--- src/rtl/exec_muldiv_stg.sv ---
// rtl/exec_muldiv_stg.sv - execute-stage HI/LO registers with iterative multiply/divide engine
module exec_muldiv_stg #(
    parameter int XLEN  = 32,
    parameter int REG_W = 5
) (
    input  logic             clk,
    input  logic             resetn,
    input  logic             in_vld,
    output logic             in_rdy,
    input  logic [3:0]       in_op,
    input  logic [XLEN-1:0]  in_s0,
    input  logic [XLEN-1:0]  in_s1,
    input  logic             in_dst_vld,
    input  logic [REG_W-1:0] in_dst_reg,
    input  logic             bubble,
    input  logic             flush,
    output logic             out_vld,
    input  logic             out_rdy,
    output logic             out_dst_vld,
    output logic [REG_W-1:0] out_dst_reg,
    output logic [XLEN-1:0]  out_data,
    output logic             busy,
    output logic [XLEN-1:0]  hi,
    output logic [XLEN-1:0]  lo
);

    localparam int CW = $clog2(XLEN);
    localparam logic [CW-1:0] LAST = CW'(XLEN - 1);

    localparam logic [3:0] OP_MULT  = 4'd1;
    localparam logic [3:0] OP_MULTU = 4'd2;
    localparam logic [3:0] OP_DIV   = 4'd3;
    localparam logic [3:0] OP_DIVU  = 4'd4;
    localparam logic [3:0] OP_MFHI  = 4'd5;
    localparam logic [3:0] OP_MFLO  = 4'd6;
    localparam logic [3:0] OP_MTHI  = 4'd7;
    localparam logic [3:0] OP_MTLO  = 4'd8;

    typedef enum logic [1:0] {
        E_IDLE,
        E_RUN,
        E_FIX
    } eng_t;

    eng_t state, state_nxt;

    // Holding register (one packet)
    logic             held;
    logic [3:0]       h_op;
    logic [XLEN-1:0]  h_s0;
    logic [XLEN-1:0]  h_s1;
    logic             h_dst_vld;
    logic [REG_W-1:0] h_dst_reg;

    // Engine working state: acc_hi/acc_lo is the product, or remainder/quotient
    logic [CW-1:0]    count;
    logic             e_div;
    logic             e_div0;
    logic             e_neg_res;
    logic             e_neg_rem;
    logic [XLEN-1:0]  e_a;
    logic [XLEN-1:0]  e_b;
    logic [XLEN-1:0]  acc_hi;
    logic [XLEN-1:0]  acc_lo;

    logic h_is_md, h_is_mf, h_is_mt, h_signed;
    logic interlock, fire, accept, start;
    logic a_neg, b_neg;
    logic [XLEN-1:0]   mag_a, mag_b;
    logic [XLEN:0]     mul_sum;
    logic [XLEN:0]     div_trial;
    logic [2*XLEN-1:0] prod_neg;
    logic [XLEN-1:0]   fix_hi, fix_lo;

    // Handshake, decode and output steering
    always_comb begin
        h_is_md   = (h_op == OP_MULT) || (h_op == OP_MULTU) || (h_op == OP_DIV) || (h_op == OP_DIVU);
        h_is_mf   = (h_op == OP_MFHI) || (h_op == OP_MFLO);
        h_is_mt   = (h_op == OP_MTHI) || (h_op == OP_MTLO);
        h_signed  = (h_op == OP_MULT) || (h_op == OP_DIV);
        interlock = busy && (h_is_md || h_is_mf || h_is_mt);
        out_vld   = held && !bubble && !interlock;
        fire      = out_vld && out_rdy;
        in_rdy    = !held || fire || bubble;
        accept    = in_vld && in_rdy && !flush;
        start     = fire && h_is_md && !flush;

        out_dst_vld = held && h_dst_vld && !h_is_md && !h_is_mt;
        out_dst_reg = h_dst_reg;
        out_data    = '0;
        if (h_op == OP_MFHI)
            out_data = hi;
        else if (h_op == OP_MFLO)
            out_data = lo;
        else if (!h_is_md && !h_is_mt)
            out_data = h_s0;

        a_neg = h_signed && h_s0[XLEN-1];
        b_neg = h_signed && h_s1[XLEN-1];
        mag_a = a_neg ? -h_s0 : h_s0;
        mag_b = b_neg ? -h_s1 : h_s1;
    end

    // One engine step: shift-add for multiply, restoring subtract for divide
    always_comb begin
        mul_sum   = {1'b0, acc_hi} + (acc_lo[0] ? {1'b0, e_b} : {(XLEN+1){1'b0}});
        div_trial = {acc_hi, acc_lo[XLEN-1]} - {1'b0, e_b};
        prod_neg  = -{acc_hi, acc_lo};
        fix_hi    = acc_hi;
        fix_lo    = acc_lo;
        if (!e_div) begin
            if (e_neg_res) begin
                fix_hi = prod_neg[2*XLEN-1:XLEN];
                fix_lo = prod_neg[XLEN-1:0];
            end
        end else if (e_div0) begin
            fix_hi = e_a;
            fix_lo = '1;
        end else begin
            fix_lo = e_neg_res ? -acc_lo : acc_lo;
            fix_hi = e_neg_rem ? -acc_hi : acc_hi;
        end
    end

    // Engine next-state: flush aborts from any state
    always_comb begin
        state_nxt = state;
        busy      = (state != E_IDLE);
        if (flush)
            state_nxt = E_IDLE;
        else begin
            case (state)
                E_IDLE:  if (start) state_nxt = E_RUN;
                E_RUN:   if (count == LAST) state_nxt = E_FIX;
                E_FIX:   state_nxt = E_IDLE;
                default: state_nxt = E_IDLE;
            endcase
        end
    end

    // Holding register, engine datapath and HI/LO
    always_ff @(posedge clk) begin
        if (!resetn) begin
            state     <= E_IDLE;
            held      <= 1'b0;
            h_op      <= '0;
            h_s0      <= '0;
            h_s1      <= '0;
            h_dst_vld <= 1'b0;
            h_dst_reg <= '0;
            count     <= '0;
            e_div     <= 1'b0;
            e_div0    <= 1'b0;
            e_neg_res <= 1'b0;
            e_neg_rem <= 1'b0;
            e_a       <= '0;
            e_b       <= '0;
            acc_hi    <= '0;
            acc_lo    <= '0;
            hi        <= '0;
            lo        <= '0;
        end else begin
            state <= state_nxt;

            if (flush)
                held <= 1'b0;
            else if (accept) begin
                held      <= 1'b1;
                h_op      <= in_op;
                h_s0      <= in_s0;
                h_s1      <= in_s1;
                h_dst_vld <= in_dst_vld;
                h_dst_reg <= in_dst_reg;
            end else if (held && (fire || bubble))
                held <= 1'b0;

            if (start) begin
                count     <= '0;
                e_div     <= (h_op == OP_DIV) || (h_op == OP_DIVU);
                e_div0    <= (h_s1 == '0);
                e_neg_res <= a_neg ^ b_neg;
                e_neg_rem <= a_neg;
                e_a       <= h_s0;
                acc_hi    <= '0;
                if ((h_op == OP_DIV) || (h_op == OP_DIVU)) begin
                    e_b    <= mag_b;
                    acc_lo <= mag_a;
                end else begin
                    e_b    <= mag_a;
                    acc_lo <= mag_b;
                end
            end else if ((state == E_RUN) && !flush) begin
                count <= count + 1'b1;
                if (!e_div) begin
                    acc_hi <= mul_sum[XLEN:1];
                    acc_lo <= {mul_sum[0], acc_lo[XLEN-1:1]};
                end else if (!div_trial[XLEN]) begin
                    acc_hi <= div_trial[XLEN-1:0];
                    acc_lo <= {acc_lo[XLEN-2:0], 1'b1};
                end else begin
                    acc_hi <= {acc_hi[XLEN-2:0], acc_lo[XLEN-1]};
                    acc_lo <= {acc_lo[XLEN-2:0], 1'b0};
                end
            end

            if (fire && !flush && (h_op == OP_MTHI))
                hi <= h_s0;
            if (fire && !flush && (h_op == OP_MTLO))
                lo <= h_s0;
            if ((state == E_FIX) && !flush) begin
                hi <= fix_hi;
                lo <= fix_lo;
            end
        end
    end

endmodule
--- config.mk ---
export PLATFORM = sky130hd
export DESIGN_NAME = exec_muldiv_stg
export DESIGN_NICKNAME = d
export VERILOG_FILES = /design/src/rtl/exec_muldiv_stg.sv
export SDC_FILE = /design/constraint.sdc
export NUM_CORES = 1
export LEC_CHECK = 0
export ABC_AREA = 1
export BUFFER_PORTS_ARGS = -buffer_cell sky130_fd_sc_hd__buf_2
export CAP_MARGIN = 5
export CELL_PAD_IN_SITES_DETAIL_PLACEMENT = 0
export CELL_PAD_IN_SITES_GLOBAL_PLACEMENT = 1
export CORE_ASPECT_RATIO = 0.9
export CORE_UTILIZATION = 40
export CTS_CLUSTER_SIZE = 16
export DETAILED_ROUTE_END_ITERATION = 6
export PLACE_DENSITY = 0.84
export SLEW_MARGIN = 20
export SYNTH_ARGS = -nofsm -noshare
export SYNTH_HDL_FRONTEND = slang
export SYNTH_SLANG_ARGS = --single-unit
--- constraint.sdc ---
create_clock -name clk -period 7.3 [get_ports clk]
set_clock_uncertainty 0.2 [all_clocks]
set_input_delay 1.095 -clock clk [delete_from_list [all_inputs] [get_ports clk]]
set_output_delay 1.095 -clock clk [all_outputs]
set_load 0.01 [all_outputs]
==> results of run 1 <==
[cell usage in the layout, fill, tap and decap left out, types with 3 or more instances in the layout]
cell | netlist | layout
nand2_1 | 1280 | 1280
inv_1 | 595 | 594
nand3_1 | 446 | 446
nor2_1 | 417 | 412
a21oi_1 | 386 | 386
o21ai_0 | 278 | 278
dfxtp_1 | 278 | 276
buf_2 | 21 | 184
ha_1 | 70 | 70
xor2_1 | 56 | 56
nand4_1 | 43 | 43
o22ai_1 | 40 | 40
clkbuf_16 | 0 | 35
nor3_1 | 35 | 34
o21ai_1 | 31 | 30
buf_4 | 4 | 27
o311ai_0 | 11 | 11
o211ai_1 | 11 | 11
nand3b_1 | 10 | 10
or2_2 | 9 | 9
clkinv_1 | 9 | 8
and2_1 | 8 | 8
o21bai_1 | 8 | 8
mux2i_1 | 7 | 7
a31oi_1 | 7 | 7
inv_2 | 4 | 6
clkinv_2 | 0 | 6
nand2_2 | 6 | 5
nor2_4 | 3 | 5
clkbuf_8 | 0 | 5
clkinvlp_4 | 0 | 5
nor2_2 | 1 | 4
nor4_1 | 4 | 4
nand4_4 | 2 | 3
bufinv_16 | 0 | 3
clkbuf_1 | 129 | 3
[logic make-up (layout without fill, tap and decap cells)]
group / after synthesis / after routing
mux: 7 / 7
compound gates: 780 / 780
xor+xnor: 58 / 58
simple gates: 2270 / 2270
buf+inv: 792 / 880
fa+ha+maj: 72 / 72
flops: 278 / 278
[power by group through the flow]
stage	logic [W]	registers (W)	clock network [W]
CTS	0.000536	0.00159	0.00181
global route	0.000595	0.00159	0.00187
global placement	0.000534	0.00162	0
finish	0.000559	0.00159	0.00182
floorplan	0.000330	0.00160	0
detailed placement	0.000535	0.00162	0
[tightest hold or removal path, cell delays in order (launching register included)]
cell	delay, ns
dfxtp_1	0.30
nand2_1	0.06
a21oi_1	0.05
[worst max-delay path by stage]
| stage | startpoint | endpoint | depth (start not counted) |
|---|---|---|---|
| 6_report | h_op[0]$_SDFFE_PN0P_ | e_b[8]$_SDFFE_PN0P_ | 11 |
| 5_1_grt | h_op[0]$_SDFFE_PN0P_ | e_b[3]$_SDFFE_PN0P_ | 10 |
| 4_1_cts | h_op[0]$_SDFFE_PN0P_ | e_b[8]$_SDFFE_PN0P_ | 11 |
| 3_5_place_dp | bubble | e_div$_SDFFE_PN0P_ | 8 |
| 3_3_place_gp | bubble | e_a[6]$_SDFFE_PN0P_ | 8 |
| 2_1_floorplan | bubble | in_rdy | 5 |
[layout make-up]
type / count / area share
inverter: 608 / 0.0873
clock buffer: 43 / 0.0365
multi-input combinational: 3187 / 0.576
clock inverter: 18 / 0.00737
sequential: 278 / 0.213
timing repair buffer: 211 / 0.0430
tap: 774 / 0.0370
[per-layer routing]
metal,vias up,wire [um]
met5,-,45
met4,6,4200
met3,225,13100
met2,1642,46600
met1,13552,49200
li1,13789,-
[per-stage QoR]
step,utilization,setup WS [ns],power [W]
2_1_floorplan,-,4.23,0.00193
3_3_place_gp,0.428,3.14,0.00215
3_5_place_dp,0.428,3.05,0.00216
4_1_cts,0.447,3.04,0.00394
5_1_grt,0.448,2.60,0.00406
6_report,0.448,2.85,0.00397
==> flow_summary.yaml, run 1 <==
critical_path:
  worstPathMaxFanout: 42
  cp.arrival_ns: 4.70
  r2r_start: "h_op[0]$_SDFFE_PN0P_"
  reg2reg_depth: 11
  crit_family: "simple AND/OR/NAND/NOR gates"
  slowest_stage: "nor2_4"
  cp-end-kind: "flip-flop"
  path_class: "flip-flop to flip-flop"
  worst-path-buf-inv: 2
  required_ns: 7.55
  cp_common_cell: "nand2_1"
  reg2reg_setup_slack_ns: 2.85
  timing.rr.end: "e_b[8]$_SDFFE_PN0P_"
  cp_cell_sequence: "nand2_1 -> inv_2 -> nand2_2 -> nand2_1 -> nor2_4 -> nand2_1 -> a21oi_4 -> nand4_4 -> nor2_4 -> inv_2 -> o22ai_1"
  start_kind: "flip-flop"
  slowest_delay_ns: 0.89
power:
  p_sw_frac: 0.312
  power_frac_clock: 0.459
  ir_drop_uv: 147
  p_sw_w: 0.00124
  cell_internal_pwr_w: 0.00273
  p_leak_nw: 13.5
  power.density_mw_per_mm2: 152
  seqPwrFrac: 0.400
  p_comb_frac: 0.141
sta:
  setup_tns_ns: 0
  finalCritPeriodShare: 0.610
  setup_violations: 0
  rsz0062_at_grt: "false"
  relSlewSlack: 0.257
  worst_slew_pin_slew_ns: 1.11
  min_period_ns: 4.45
  fmax_ghz: 0.225
  slew_violations: 0
  finalHoldViolCount: 0
  holdWs_ns: 0.260
grt:
  busiest_layer: "met2"
  grt_pass1_wl_mm: 166
  antenna_found_initial: 3
  met2_usage: 0.533
  grt_usage: 0.365
  grt_pass1_vias: 25661
  grtUsageMet1: 0.522
  grtUsageMet3: 0.0781
  overflow: 0
  grt_max_degree: 100
yosys:
  ys_types: 46
  yosysSeqAreaShare: 0.235
  synthMostInstantiatedCell: "nand2_1"
  synth-compound-area-share: 0.173
  synth_edf_count: 0
  yosysTopAreaCellShare: 0.235
  synth_nets: 4409
  synthAdderAreaFrac: 0.0387
  synth_xor_area_frac: 0.0215
  synthCells: 4257
  postSynthAreaPerCell_um2: 5.56
  synthArstFlopShare: 0
  ys_seq_elements: 278
  synth_area_mm2: 0.0237
  synth_common_cells: "nand2_1, inv_1, nand3_1, nor2_1, a21oi_1"
  synth_ff_type: "dfxtp_1"
  synth_top_area_cell: "dfxtp_1"
  synth.area.top_cells: "dfxtp_1, nand2_1, inv_1"
  synth_top_family_by_area: "simple AND/OR/NAND/NOR gates"
  muxShareOfSynthArea: 0.00296
  yosys.area_share.simple: 0.399
  ys_warn_count: 0
final_layout:
  fill_cells: 6645
  final_cells: 5119
  diodes: 0
  area_delta_synth_final_pct: 10.5
  drive_gt1_frac: 0.0711
  multiInputGateArea_mm2: 0.0151
  seq_area_mm2: 0.00557
  fin_nets: 4473
  fin_area_mm2: 0.0262
clock_tree:
  cts_tree: "built"
  clkSlewWorstSetupHoldPaths_ns: 0.06
  clock_latency_ns: 0.57
  cts.repair.resized: 0
  ctsHtreeMaxLevel: 2
  cts_hold_buf: 0
  cts_root_buffer: "clkbuf_16"
  cts_buffers: 35
  cts.sinks: 278
  cts_buffer_depth: 3
  postCtsSetupBuffers: 0
worst_hold_path:
  min_from: "out_dst_reg[2]$_SDFFE_PN0P_"
  holdPathStages: 2
  min_path_type: "flip-flop to flip-flop"
  whs_endpoint: "out_dst_reg[2]$_SDFFE_PN0P_"
detailed_routing:
  drt_iter0_drc: 4211
  drc: 0
  vias_per_cell: 5.71
  dr.pass1.iters: 7
  postRouteAntennaNets: 0
  wire_per_inst_um: 22.1
  wirelength_mm: 113
  via_count: 29214
placement:
  io_buffers: 184
  place_area_mm2: 0.0250
  place.gp.congestion: 1.04
  hpwl_mm: 87.8
  placedCellCount: 5058
die:
  io-pin-count: 185
  die_h_um: 233
  rows: 84
  dieArea_mm2: 0.0601
  start_util: 0.405
  core_mm2: 0.0584
  die_w_um: 258
run:
  drv_cap: 0
status:
  status: "finished, final reports clean"
Power figures use the tool's default switching activity.
==> inputs of run 2 (changes only) <==
==> constraint.sdc (replaced) <==
create_clock -name clk -period 4.25 [get_ports clk]
set_clock_uncertainty 0.2 [all_clocks]
set_input_delay 0.6375 -clock clk [delete_from_list [all_inputs] [get_ports clk]]
set_output_delay 0.6375 -clock clk [all_outputs]
set_load 0.01 [all_outputs]
==> run 2 against run 1 <==
The flow now finishes with violations (DRC); critical path depth is 7 higher; non-clock buffer count increased by 28; design area is 0.56% higher; register-to-register slack worse by 2.5 ns; die area stayed put; routed wire length hardly changed.
==> flow_summary.yaml, run 2 (synthesis gave the netlist of run 1 again) <==
status:
  status: "finished, violations left"
  violations: "DRC"
clock_tree:
  clkSlewWorstSetupHoldPaths_ns: 0.07
  postCtsSetupBuffers: 0
  cts.sinks: 278
  cts_tree: "built"
  cts_buffers: 34
  cts_hold_buf: 0
  cts_buffer_depth: 3
  cts_root_buffer: "clkbuf_16"
  ctsHtreeMaxLevel: 2
  clock_latency_ns: 0.55
  cts.repair.resized: 0
sta:
  finalCritPeriodShare: 0.921
  fmax_ghz: 0.256
  setup_tns_ns: 0
  worst_slew_pin_slew_ns: 1.06
  slew_violations: 0
  rsz0062_at_grt: "false"
  relSlewSlack: 0.291
  setup_violations: 0
  finalHoldViolCount: 0
  min_period_ns: 3.91
die:
  start_util: 0.405
  core_mm2: 0.0584
  die_h_um: 233
  rows: 84
  io-pin-count: 185
  die_w_um: 258
  dieArea_mm2: 0.0601
final_layout:
  final_cell_mix: "nand2_1, inv_1, nand3_1, nor2_1, a21oi_1"
  diodes: 0
  fin_util: 0.450
  fill_cells: 6606
  drive_gt1_frac: 0.0757
  final_common_cell: "nand2_1"
  fin_nets: 4500
  area_delta_synth_final_pct: 11.2
grt:
  grt_pass1_wl_mm: 165
  grt_usage: 0.365
  grt_max_degree: 82
  grt_pass1_vias: 25792
  antenna_found_initial: 5
  overflow: 0
critical_path:
  cp_common_cell: "nand2_1"
  start_kind: "flip-flop"
  cp-end-kind: "flip-flop"
  slowest_stage: "dfxtp_1"
  crit_family: "simple AND/OR/NAND/NOR gates"
  cp_cell_sequence: "inv_1 -> fa_1 -> inv_1 -> nand3_1 -> nand2_1 -> nand2_1 -> nand2_1 -> nand2_1 -> nand2_1 -> nand2_1 -> nand2_1 -> nand2_1 -> nand2_1 -> buf_4 -> nand2_1 -> nand2_1 -> nand2_1 -> a21oi_1"
  required_ns: 4.51
  worstPathMaxFanout: 32
  cp.arrival_ns: 4.18
  slowest_delay_ns: 0.72
  worst-path-buf-inv: 3
  path_class: "flip-flop to flip-flop"
worst_hold_path:
  min_path_type: "input port to flip-flop"
placement:
  hpwl_mm: 88.8
  io_buffers: 184
  place.gp.congestion: 1.06
power:
  power_w: 0.00664
  ir_drop_uv: 266
  p_leak_nw: 13.7
  power.density_mw_per_mm2: 252
run:
  drv_cap: 0
detailed_routing:
  dr.pass1.iters: 7
  wirelength_mm: 113
  postRouteAntennaNets: 0
  via_count: 28779
  wire_per_inst_um: 22.0
  vias_per_cell: 5.59
  drt_iter0_drc: 3741
  drc: 1
-- run 2: changes by cell type in the layout (fill, tap and decap cells not counted), moves of 2 or more --
cell,previous run,this run
clkinv_4,2,0
bufinv_16,3,1
clkbuf_1,3,7
clkbuf_8,5,7
buf_4,27,54
clkinvlp_4,5,1
-- run 2: power breakdown --
group	switching, W	internal [W]
Sequential	0.0000837	0.00265
Clock	0.00129	0.00170
Combinational	0.000656	0.000257
-- run 2: routing by layer --
layer | wire, um | track usage | share of wire
met1 | 48600 | 0.507 | 0.43
met2 | 45400 | 0.519 | 0.40
met3 | 14000 | 0.112 | 0.12
met4 | 5000 | 0.145 | 0.044
met5 | 62 | 0 | 0.00055
-- run 2: tightest hold or removal path, delay by kind of cell --
kind	cells	cell delay, ns
buf+inv	1	0.08
compound gates	2	0.16
-- run 2: worst paths after layout --
path | start | end | slack, ns | cells after the start
setup / recovery | acc_hi[0]$_SDFFE_PP0P_ | acc_hi[27]$_SDFFE_PP0P_ | 0.34 | 18
hold / removal | in_s0[29] | h_s0[29]$_SDFFE_PN0P_ | 0.16 | 3
setup reg to reg | acc_hi[0]$_SDFFE_PP0P_ | acc_hi[27]$_SDFFE_PP0P_ | 0.34 | 18
hold reg to reg | e_a[4]$_SDFFE_PN0P_ | e_a[4]$_SDFFE_PN0P_ | 0.26 | 2
-- run 2: area by class of cell --
| class | instances | area, um^2 | share of cell area |
|---|---|---|---|
| sequential | 278 | 5570 | 0.212 |
| tap | 774 | 968 | 0.0368 |
| multi-input combinational | 3187 | 15000 | 0.572 |
| clock inverter | 10 | 88.8 | 0.00338 |
| clock buffer | 49 | 998 | 0.0380 |
| timing repair buffer | 239 | 1350 | 0.0512 |
| inverter | 608 | 2280 | 0.0868 |
-- run 2: stage by stage --
stage,setup WS (ns),area (um^2),hold slack [ns],instances
after floorplan,1.52,23700,0.229,4257
after CTS,0.598,26300,0.153,5145
after global routing,0.251,26300,0.182,5145
final,0.336,26300,0.159,5145
after detailed placement,0.619,25200,0.255,5086
after global placement,0.580,25200,0.249,5086
